==> config.mk <==
export PLATFORM = sky130hd
export DESIGN_NAME = dfu_banked_sram
export DESIGN_NICKNAME = d
export VERILOG_FILES = /design/src/rtl/dfu_sram_pkg.sv /design/src/rtl/dfu_sram_bank.sv /design/src/rtl/dfu_banked_sram.sv
export SDC_FILE = /design/constraint.sdc
export NUM_CORES = 2
export LEC_CHECK = 0
export CAP_MARGIN = 20
export CELL_PAD_IN_SITES_DETAIL_PLACEMENT = 2
export CELL_PAD_IN_SITES_GLOBAL_PLACEMENT = 2
export CORE_MARGIN = 5
export CORE_UTILIZATION = 30
export CTS_BUF_LIST = sky130_fd_sc_hd__clkbuf_16
export DETAILED_ROUTE_END_ITERATION = 10
export PLACE_DENSITY = 0.59
export RECOVER_POWER = 50
export SLEW_MARGIN = 0
export SYNTH_ARGS = -nofsm -noshare
export SYNTH_HDL_FRONTEND = slang
export SYNTH_SLANG_ARGS = --single-unit
==> constraint.sdc <==
create_clock -name clk -period 8 [get_ports clk]
set_input_delay 2 -clock clk [delete_from_list [all_inputs] [get_ports clk]]
set_output_delay 2 -clock clk [all_outputs]
set_load 0.02 [all_outputs]
==> src/rtl/dfu_sram_pkg.sv <==
// Shared types and defaults for the DFU banked data-feed SRAM.
package dfu_sram_pkg;

  typedef enum logic {
    CLEAR = 1'b0,
    READY = 1'b1
  } sram_state_t;

  localparam int DFU_DATA_W    = 16;
  localparam int DFU_ADDR_W    = 6;
  localparam int DFU_NUM_BANKS = 4;

  // A single bank still needs a 1-bit index port.
  function automatic int bank_w(input int n);
    return (n > 1) ? $clog2(n) : 1;
  endfunction

endpackage

==> src/rtl/dfu_sram_bank.sv <==
// One SRAM bank: single write port, registered read port with write-first bypass.
module dfu_sram_bank #(
  parameter int DATA_W = 16,
  parameter int ADDR_W = 6
) (
  input  logic              clk,
  input  logic              wr_en,
  input  logic [ADDR_W-1:0] wr_addr,
  input  logic [DATA_W-1:0] wr_data,
  input  logic              rd_en,
  input  logic [ADDR_W-1:0] rd_addr,
  output logic [DATA_W-1:0] rd_data
);

  localparam int DEPTH = 2 ** ADDR_W;

  logic [DATA_W-1:0] mem [0:DEPTH-1];

  // Contents are zeroed by the clear engine in the top, so no per-entry reset here.
  always_ff @(posedge clk) begin
    if (wr_en) begin
      mem[wr_addr] <= wr_data;
    end
    if (rd_en) begin
      rd_data <= (wr_en && (wr_addr == rd_addr)) ? wr_data : mem[rd_addr];
    end
  end

endmodule

==> src/rtl/dfu_banked_sram.sv <==
// Multi-bank data-feed SRAM with hardware clear engine, bank decode and read output mux.
module dfu_banked_sram
  import dfu_sram_pkg::*;
#(
  parameter  int DATA_W    = DFU_DATA_W,
  parameter  int ADDR_W    = DFU_ADDR_W,
  parameter  int NUM_BANKS = DFU_NUM_BANKS,
  localparam int BANK_W    = bank_w(NUM_BANKS)
) (
  input  logic              clk,
  input  logic              rst,
  input  logic              clr_start,
  input  logic              wr_en,
  input  logic [BANK_W-1:0] wr_bank,
  input  logic [ADDR_W-1:0] wr_addr,
  input  logic [DATA_W-1:0] wr_data,
  input  logic              rd_en,
  input  logic [BANK_W-1:0] rd_bank,
  input  logic [ADDR_W-1:0] rd_addr,
  output logic [DATA_W-1:0] rd_data,
  output logic              rd_vld,
  output logic              clr_busy,
  output logic              acc_err
);

  localparam int              DEPTH    = 2 ** ADDR_W;
  localparam logic [ADDR_W:0] CLR_LAST = (ADDR_W + 1)'(DEPTH - 1);
  localparam logic [BANK_W:0] NB       = NUM_BANKS[BANK_W:0];

  sram_state_t       state, state_nxt;
  logic [ADDR_W:0]   clr_addr, clr_addr_nxt;
  logic              wr_bank_ok, rd_bank_ok;
  logic              wr_ok, rd_ok, acc_bad;
  logic [BANK_W-1:0] rd_bank_q;
  logic [ADDR_W-1:0] bank_wr_addr;
  logic [DATA_W-1:0] bank_wr_data;
  logic [DATA_W-1:0] bank_rd_data [NUM_BANKS];

  assign clr_busy   = (state == CLEAR);
  assign wr_bank_ok = ({1'b0, wr_bank} < NB);
  assign rd_bank_ok = ({1'b0, rd_bank} < NB);
  assign wr_ok      = wr_en && !clr_busy && wr_bank_ok;
  assign rd_ok      = rd_en && !clr_busy && rd_bank_ok;
  assign acc_bad    = ((wr_en || rd_en) && clr_busy) ||
                      (wr_en && !wr_bank_ok) || (rd_en && !rd_bank_ok);

  always_comb begin
    state_nxt    = state;
    clr_addr_nxt = clr_addr;
    case (state)
      CLEAR: begin
        clr_addr_nxt = clr_addr + 1'b1;
        if (clr_addr == CLR_LAST) begin
          state_nxt = READY;
        end
      end
      READY: begin
        if (clr_start) begin
          state_nxt    = CLEAR;
          clr_addr_nxt = '0;
        end
      end
      default: state_nxt = CLEAR;
    endcase
  end

  always_ff @(posedge clk) begin
    if (!rst) begin
      state     <= CLEAR;
      clr_addr  <= '0;
      rd_vld    <= 1'b0;
      rd_bank_q <= '0;
      acc_err   <= 1'b0;
    end else begin
      state    <= state_nxt;
      clr_addr <= clr_addr_nxt;
      rd_vld   <= rd_ok;
      if (rd_ok) begin
        rd_bank_q <= rd_bank;
      end
      if (acc_bad) begin
        acc_err <= 1'b1;
      end
    end
  end

  // While clearing, every bank is written with zero at the sweep address.
  assign bank_wr_addr = clr_busy ? clr_addr[ADDR_W-1:0] : wr_addr;
  assign bank_wr_data = clr_busy ? '0 : wr_data;

  for (genvar g = 0; g < NUM_BANKS; g++) begin : g_bank
    dfu_sram_bank #(
      .DATA_W (DATA_W),
      .ADDR_W (ADDR_W)
    ) u_bank (
      .clk     (clk),
      .wr_en   (clr_busy || (wr_ok && (wr_bank == BANK_W'(g)))),
      .wr_addr (bank_wr_addr),
      .wr_data (bank_wr_data),
      .rd_en   (rd_ok && (rd_bank == BANK_W'(g))),
      .rd_addr (rd_addr),
      .rd_data (bank_rd_data[g])
    );
  end

  always_comb begin
    rd_data = '0;
    for (int i = 0; i < NUM_BANKS; i++) begin
      if (rd_vld && (rd_bank_q == BANK_W'(i))) begin
        rd_data = bank_rd_data[i];
      end
    end
  end

endmodule
# [Yosys cells after proc, flatten, opt, wreduce, memory -nomap -nowiden]
# Memory sizes are Yosys's and may differ from the RTL's. A register that Yosys moved wholly into a read port is not among the register bits.
# Cells that the tools add are included.
[totals] regBits=12 mem_bits_rw=4096 out_inout_bits=19 mem_count=4
[memory_table] memory="g_bank[0].u_bank.mem" depth=64 width=16 read_ports=1 rd_ports_with_merged_regs=1 write_ports=1 line="dfu_sram_bank.sv:17" text="logic [DATA_W-1:0] mem [0:DEPTH-1];"
[memory_table] memory="g_bank[1].u_bank.mem" depth=64 width=16 read_ports=1 rd_ports_with_merged_regs=1 write_ports=1 line="dfu_sram_bank.sv:17"
[memory_table] memory="g_bank[2].u_bank.mem" depth=64 width=16 read_ports=1 rd_ports_with_merged_regs=1 write_ports=1 line="dfu_sram_bank.sv:17"
[memory_table] memory="g_bank[3].u_bank.mem" depth=64 width=16 read_ports=1 rd_ports_with_merged_regs=1 write_ports=1 line="dfu_sram_bank.sv:17"
[op_classes] add_sub_neg=1 n_eq_ne=11 n_mux=19 bitwise_logic=1 reduce_logical=23
[op_table] op="16-bit two-way mux" count=5
[op_table] op="1-bit logical AND" count=15
[op_table] op="7-bit one-hot mux with 2 select lines" count=1
[op_table] op="2-bit == test (second input constant)" count=6
[op_table] op="1-bit two-way mux" count=10
[op_table] op="7-bit by 1-bit adder with 7-bit output (second input constant)" count=1
[op_table] op="7-bit by 6-bit == test with 1-bit output (second input constant)" count=1
[op_table] op="7-bit two-way mux" count=1
[op_table] op="2-bit by 1-bit == test with 1-bit output (second input constant)" count=3
[op_table] op="2-bit logical NOT" count=3
[op_table] op="6-bit two-way mux" count=1
[op_table] op="1-bit logical OR" count=5
[op_table] op="2-bit inequality test (second input constant)" count=1
[op_table] op="1-bit one-hot mux with 2 select lines" count=1
[op_table] op="1-bit NOT" count=1

# [Depth between registers and ports, before layout]
[logic_depth] word_depth=6 mapped_depth=11

# [Cells and area by module]
# Synthesis repeated with hierarchy kept, for this count alone.
[hier_totals] hier_cells=8595 area_unflattened_um2=163805.9
[modules_own_cells] mod="dfu_sram_bank" instances=4 cells_each=2114 area_per_inst_um2=40630.2
[modules_own_cells] mod="dfu_banked_sram" instances=1 cells_each=139 area_per_inst_um2=1285.0

# [Worst setup path before layout]
# No wires, ideal clock.
[synth_path] path_kind="input-to-reg" startpoint="input wr_data[0]" endpoint="memory g_bank[0].u_bank.mem[0][0] (data pin)" arrival_time_ns=4.857 required_time_ns=7.231 slack_ns=2.374 stages=2 n_path_buf=0 cell_sequence="nand2_1 -> inv_1"
[synth_via] elab_chain_cells=1
[synth_lines] item="start, declared" line="dfu_banked_sram.sv:16" text="input logic [DATA_W-1:0] wr_data,"
[synth_lines] item="16-bit two-way mux" line="dfu_banked_sram.sv:89" text="assign bank_wr_data = clr_busy ? '0 : wr_data;"
[synth_lines] item="named net bank_wr_data[0]" line="dfu_banked_sram.sv:36" text="logic [DATA_W-1:0] bank_wr_data;"
[synth_lines] item="end, declared" line="dfu_sram_bank.sv:17"
# The timed path passes the listed nets, and every way through them passes these cells.

# [Worst setup path after layout]
[layout_path] startpoint="register state" endpoint="memory g_bank[3].u_bank.mem[16][15] (data pin)"
[layout_via] elab_chain_cells=1
[layout_lines] item="start, declared" line="dfu_banked_sram.sv:30" text="sram_state_t state, state_nxt;"
[layout_lines] item="start signal, assigned" line="dfu_banked_sram.sv:75" text="state <= state_nxt;"
[layout_lines] item="16-bit two-way mux" line="dfu_banked_sram.sv:89"
[layout_lines] item="named net bank_wr_data[15]" line="dfu_banked_sram.sv:36"
[layout_lines] item="end, declared" line="dfu_sram_bank.sv:17"
# The timed path passes the listed nets, and every way through them passes these cells.

==> run summary <==
class of the worst hold path = flop to flop
die span in x = 741.7 um
# nets final = 8432
top cells by area, synth = edfxtp_1 (78%), mux4_2 (7.4%), mux2i_1 (6.8%)
clock slew at reported path FFs = 0.07 ns
hold buffers post-CTS = 0
IO Count = 56
reg2reg end = g_bank[3].u_bank.mem[16][15]
Gate Count Post-Synth = 7968
CTS H-tree lvls = 5
setup_tns = 0 ns
Sw Share = 22.12%
async set-reset flop share out of synthesis = 0%
failing checks = max-capacitance violations, max-slew violations
total CTS buffers = 434
CTS tree = built
synthesized area = 160600 sq um
routability congestion estimate from global placement = 0.8047
run status = finished with violations
Initial DRC Count = 9221
vias in the first global route = 88278
initial antenna violation count = 35
postcts setup bufs = 0
Max Cap Viol = 22
Slew Limit Fails = 1417
synth unique cells = 48
CORE AREA = 533200 sq um
f_max = 0.1469 GHz
Sink Count = 4172
Post-DP Area = 172000 sq um
VDD IR max = 0.1832 mV
top-count cell post-synth = edfxtp_1
Mean Syn Cell Area = 20.16 sq um
sequential share of power = 52.6%
WHS = 0.4990 ns
crit path max fanout = 146
clock share of power = 43.4%
Setup CP Type = flop to flop
Hold Crit Depth = 1
Ys Warns = 0
R2R setup slack = 1.19 ns
num rows = 268
NetSw = 10030 uW
WL per Instance = 32.84 um
Seq/Total Area, Yosys = 77.92%
EDFF count, synth = 4160
top cell type's share of synthesized area = 77.77%
Antenna Nets Post-Route = 0
CP startpoint kind = flop
CP arrival = 7.38 ns
hpwl dp = 309800 um
Least-Margin Pin Slew = 4.415 ns
Die Y = 741.7 um
commonest register cell after synthesis = edfxtp_1
Hold Path Origin = acc_err
Final Util = 34.81%
PortBufs = 55
Final Cycle Share = 85.08%
Final Skew = 0.07320 ns
area leader, netlist = edfxtp_1
WHS Endpoint = acc_err
Logic pwr share = 4.0%
gr ovfl total = 0
syn nets = 8006
Root Driver = clkbuf_16
RSZ-0062 raised after global routing = no
Initial Util = 30.13%
Area Overhead vs Synth = 15.54%
leak pwr = 0.06680 uW
Cell Pwr Density = 244.2 nW/um^2
Clk Latency, worst-skew pair = 1.06 ns
minimum clock period = 6.806 ns
number of endpoints failing setup at the final stage = 0
normalized max-slew margin = -194.3%
largest net degree at the start of global routing = 161
top post-synthesis cells by count = edfxtp_1 (4160), mux2i_1 (1092), a22oi_1 (705), mux4_2 (528), nor2_1 (269)
required time of the critical path = 8.57 ns
synthesized flop and latch total = 4172
internal power = 35300 uW
vias = 83884
DRT Pass-1 Iters = 5
first-pass GRT wire length = 724600 um
Setup crit end kind = flop
GRT Util Overall = 18.35%
FF-to-FF Start = state
r2r worst-path depth = 5
vias per cell = 5.313
post-CTS resize count = 0
Hold Violations, Final = 0
layout cell share with drive strength beyond 1 = 18.70%
finished layout cell area = 185600 sq um
Die ar. = 550200 sq um
drt total wl = 518600 um
# DRC = 0
CTS Buffer Depth = 4
-- placed cells by master (no fill, tap or decap), types with 7 or more instances in the layout --
master | netlist | final
mux2i_1 | 1092 | 1092
dlygate4sd3_1 | 0 | 7
o21ai_1 | 64 | 64
nor3_2 | 0 | 7
buf_12 | 0 | 44
buf_4 | 31 | 308
nand3_1 | 198 | 198
nor2_1 | 269 | 190
nor3_1 | 21 | 14
dfxtp_1 | 12 | 11
clkinv_2 | 0 | 98
a31oi_1 | 67 | 67
clkinvlp_4 | 0 | 9
nand2_2 | 0 | 12
and2_1 | 18 | 17
clkinv_16 | 0 | 11
nand4_1 | 129 | 129
a22o_1 | 64 | 64
clkbuf_16 | 0 | 438
bufinv_16 | 0 | 30
nor2_2 | 0 | 76
buf_8 | 0 | 15
inv_1 | 18 | 78
edfxtp_1 | 4160 | 4160
diode_2 | 0 | 22
a22oi_1 | 705 | 705
nand2_1 | 82 | 70
clkbuf_1 | 226 | 45
clkinv_1 | 1 | 120
mux4_2 | 528 | 528
clkdlybuf4s50_1 | 0 | 45
-- critical path, stage by stage, from the launching register on --
cell	delay (ns)
dfxtp_1	1.35
clkbuf_1	1.82
nand2_2	0.05
buf_4	0.36
clkinvlp_4	1.58
buf_12	0.38
-- sequential cells by signal, summed over array words and instances (netlist names) --
name and flops:
g_bank.u_bank.mem 4096, state 1, rd_bank_q 2, acc_err 1, g_bank.u_bank.rd_data 64, rd_vld 1, clr_addr 7
-- per-layer routing --
layer  vias up  share of wire, %  GRT usage (%)  wire length, um
met5         -             0.015              0               77
met2      2947                48          29.60           246500
li1      34013                 -              -                -
met1     46266                43          25.95           224900
met4        14               2.7          4.597            14010
met3       644               6.4          2.913            33080
-- stage by stage --
step                power (uW)  std cells  worst slack [ns]
floorplan                25310       7968             2.374
global placement         26070      14957             1.784
detailed placement       26110      14964             1.755
CTS                      45800      15753             2.268
global route             46790      15773             1.144
finish                   45330      15789             1.194
-- final cells by class --
cell class                      instances  area, sq um
Inverter                               19        138.9
Tap cell                             7020         8783
Fill cell                           51883       347600
Clock inverter                        351         2690
Multi-Input combinational cell       3295        33560
Timing Repair Buffer                  472         4250
Antenna cell                           22        55.05
Sequential cell                      4172       125200
Clock buffer                          438        10960
-- power by group through the flow --
stage                     clock network (uW)  logic [uW]  registers, uW
after global routing                   21100        1880          23800
after global placement                     0        1790          24300
after CTS                              20100        1820          23800
after detailed placement                   0        1810          24300
after floorplan                            0        1030          24300
final                                  19700        1800          23800
-- worst max-delay path by stage --
stage / startpoint / endpoint / slack [ns] / depth (start not counted)
4_1_cts: rd_bank_q[1] / rd_data[10] / 2.27 / 3
3_3_place_gp: rd_addr[5] / g_bank[1].u_bank.rd_data[9] / 1.78 / 10
6_report: state / g_bank[3].u_bank.mem[16][15] / 1.19 / 5
3_5_place_dp: rd_addr[5] / g_bank[1].u_bank.rd_data[9] / 1.76 / 10
2_1_floorplan: wr_data[0] / g_bank[0].u_bank.mem[0][0] / 2.37 / 2
5_1_grt: wr_data[14] / g_bank[1].u_bank.mem[38][14] / 1.14 / 4
-- cells by family after synthesis --
family / share of synthesized area [%]
simple gates: 2.198
compound gates: 4.192
xor+xnor: 0.04207
flops: 77.92
buf+inv: 1.389
fa+ha+maj: 0.007788
mux: 14.25
(Power assumes the default switching activity.)
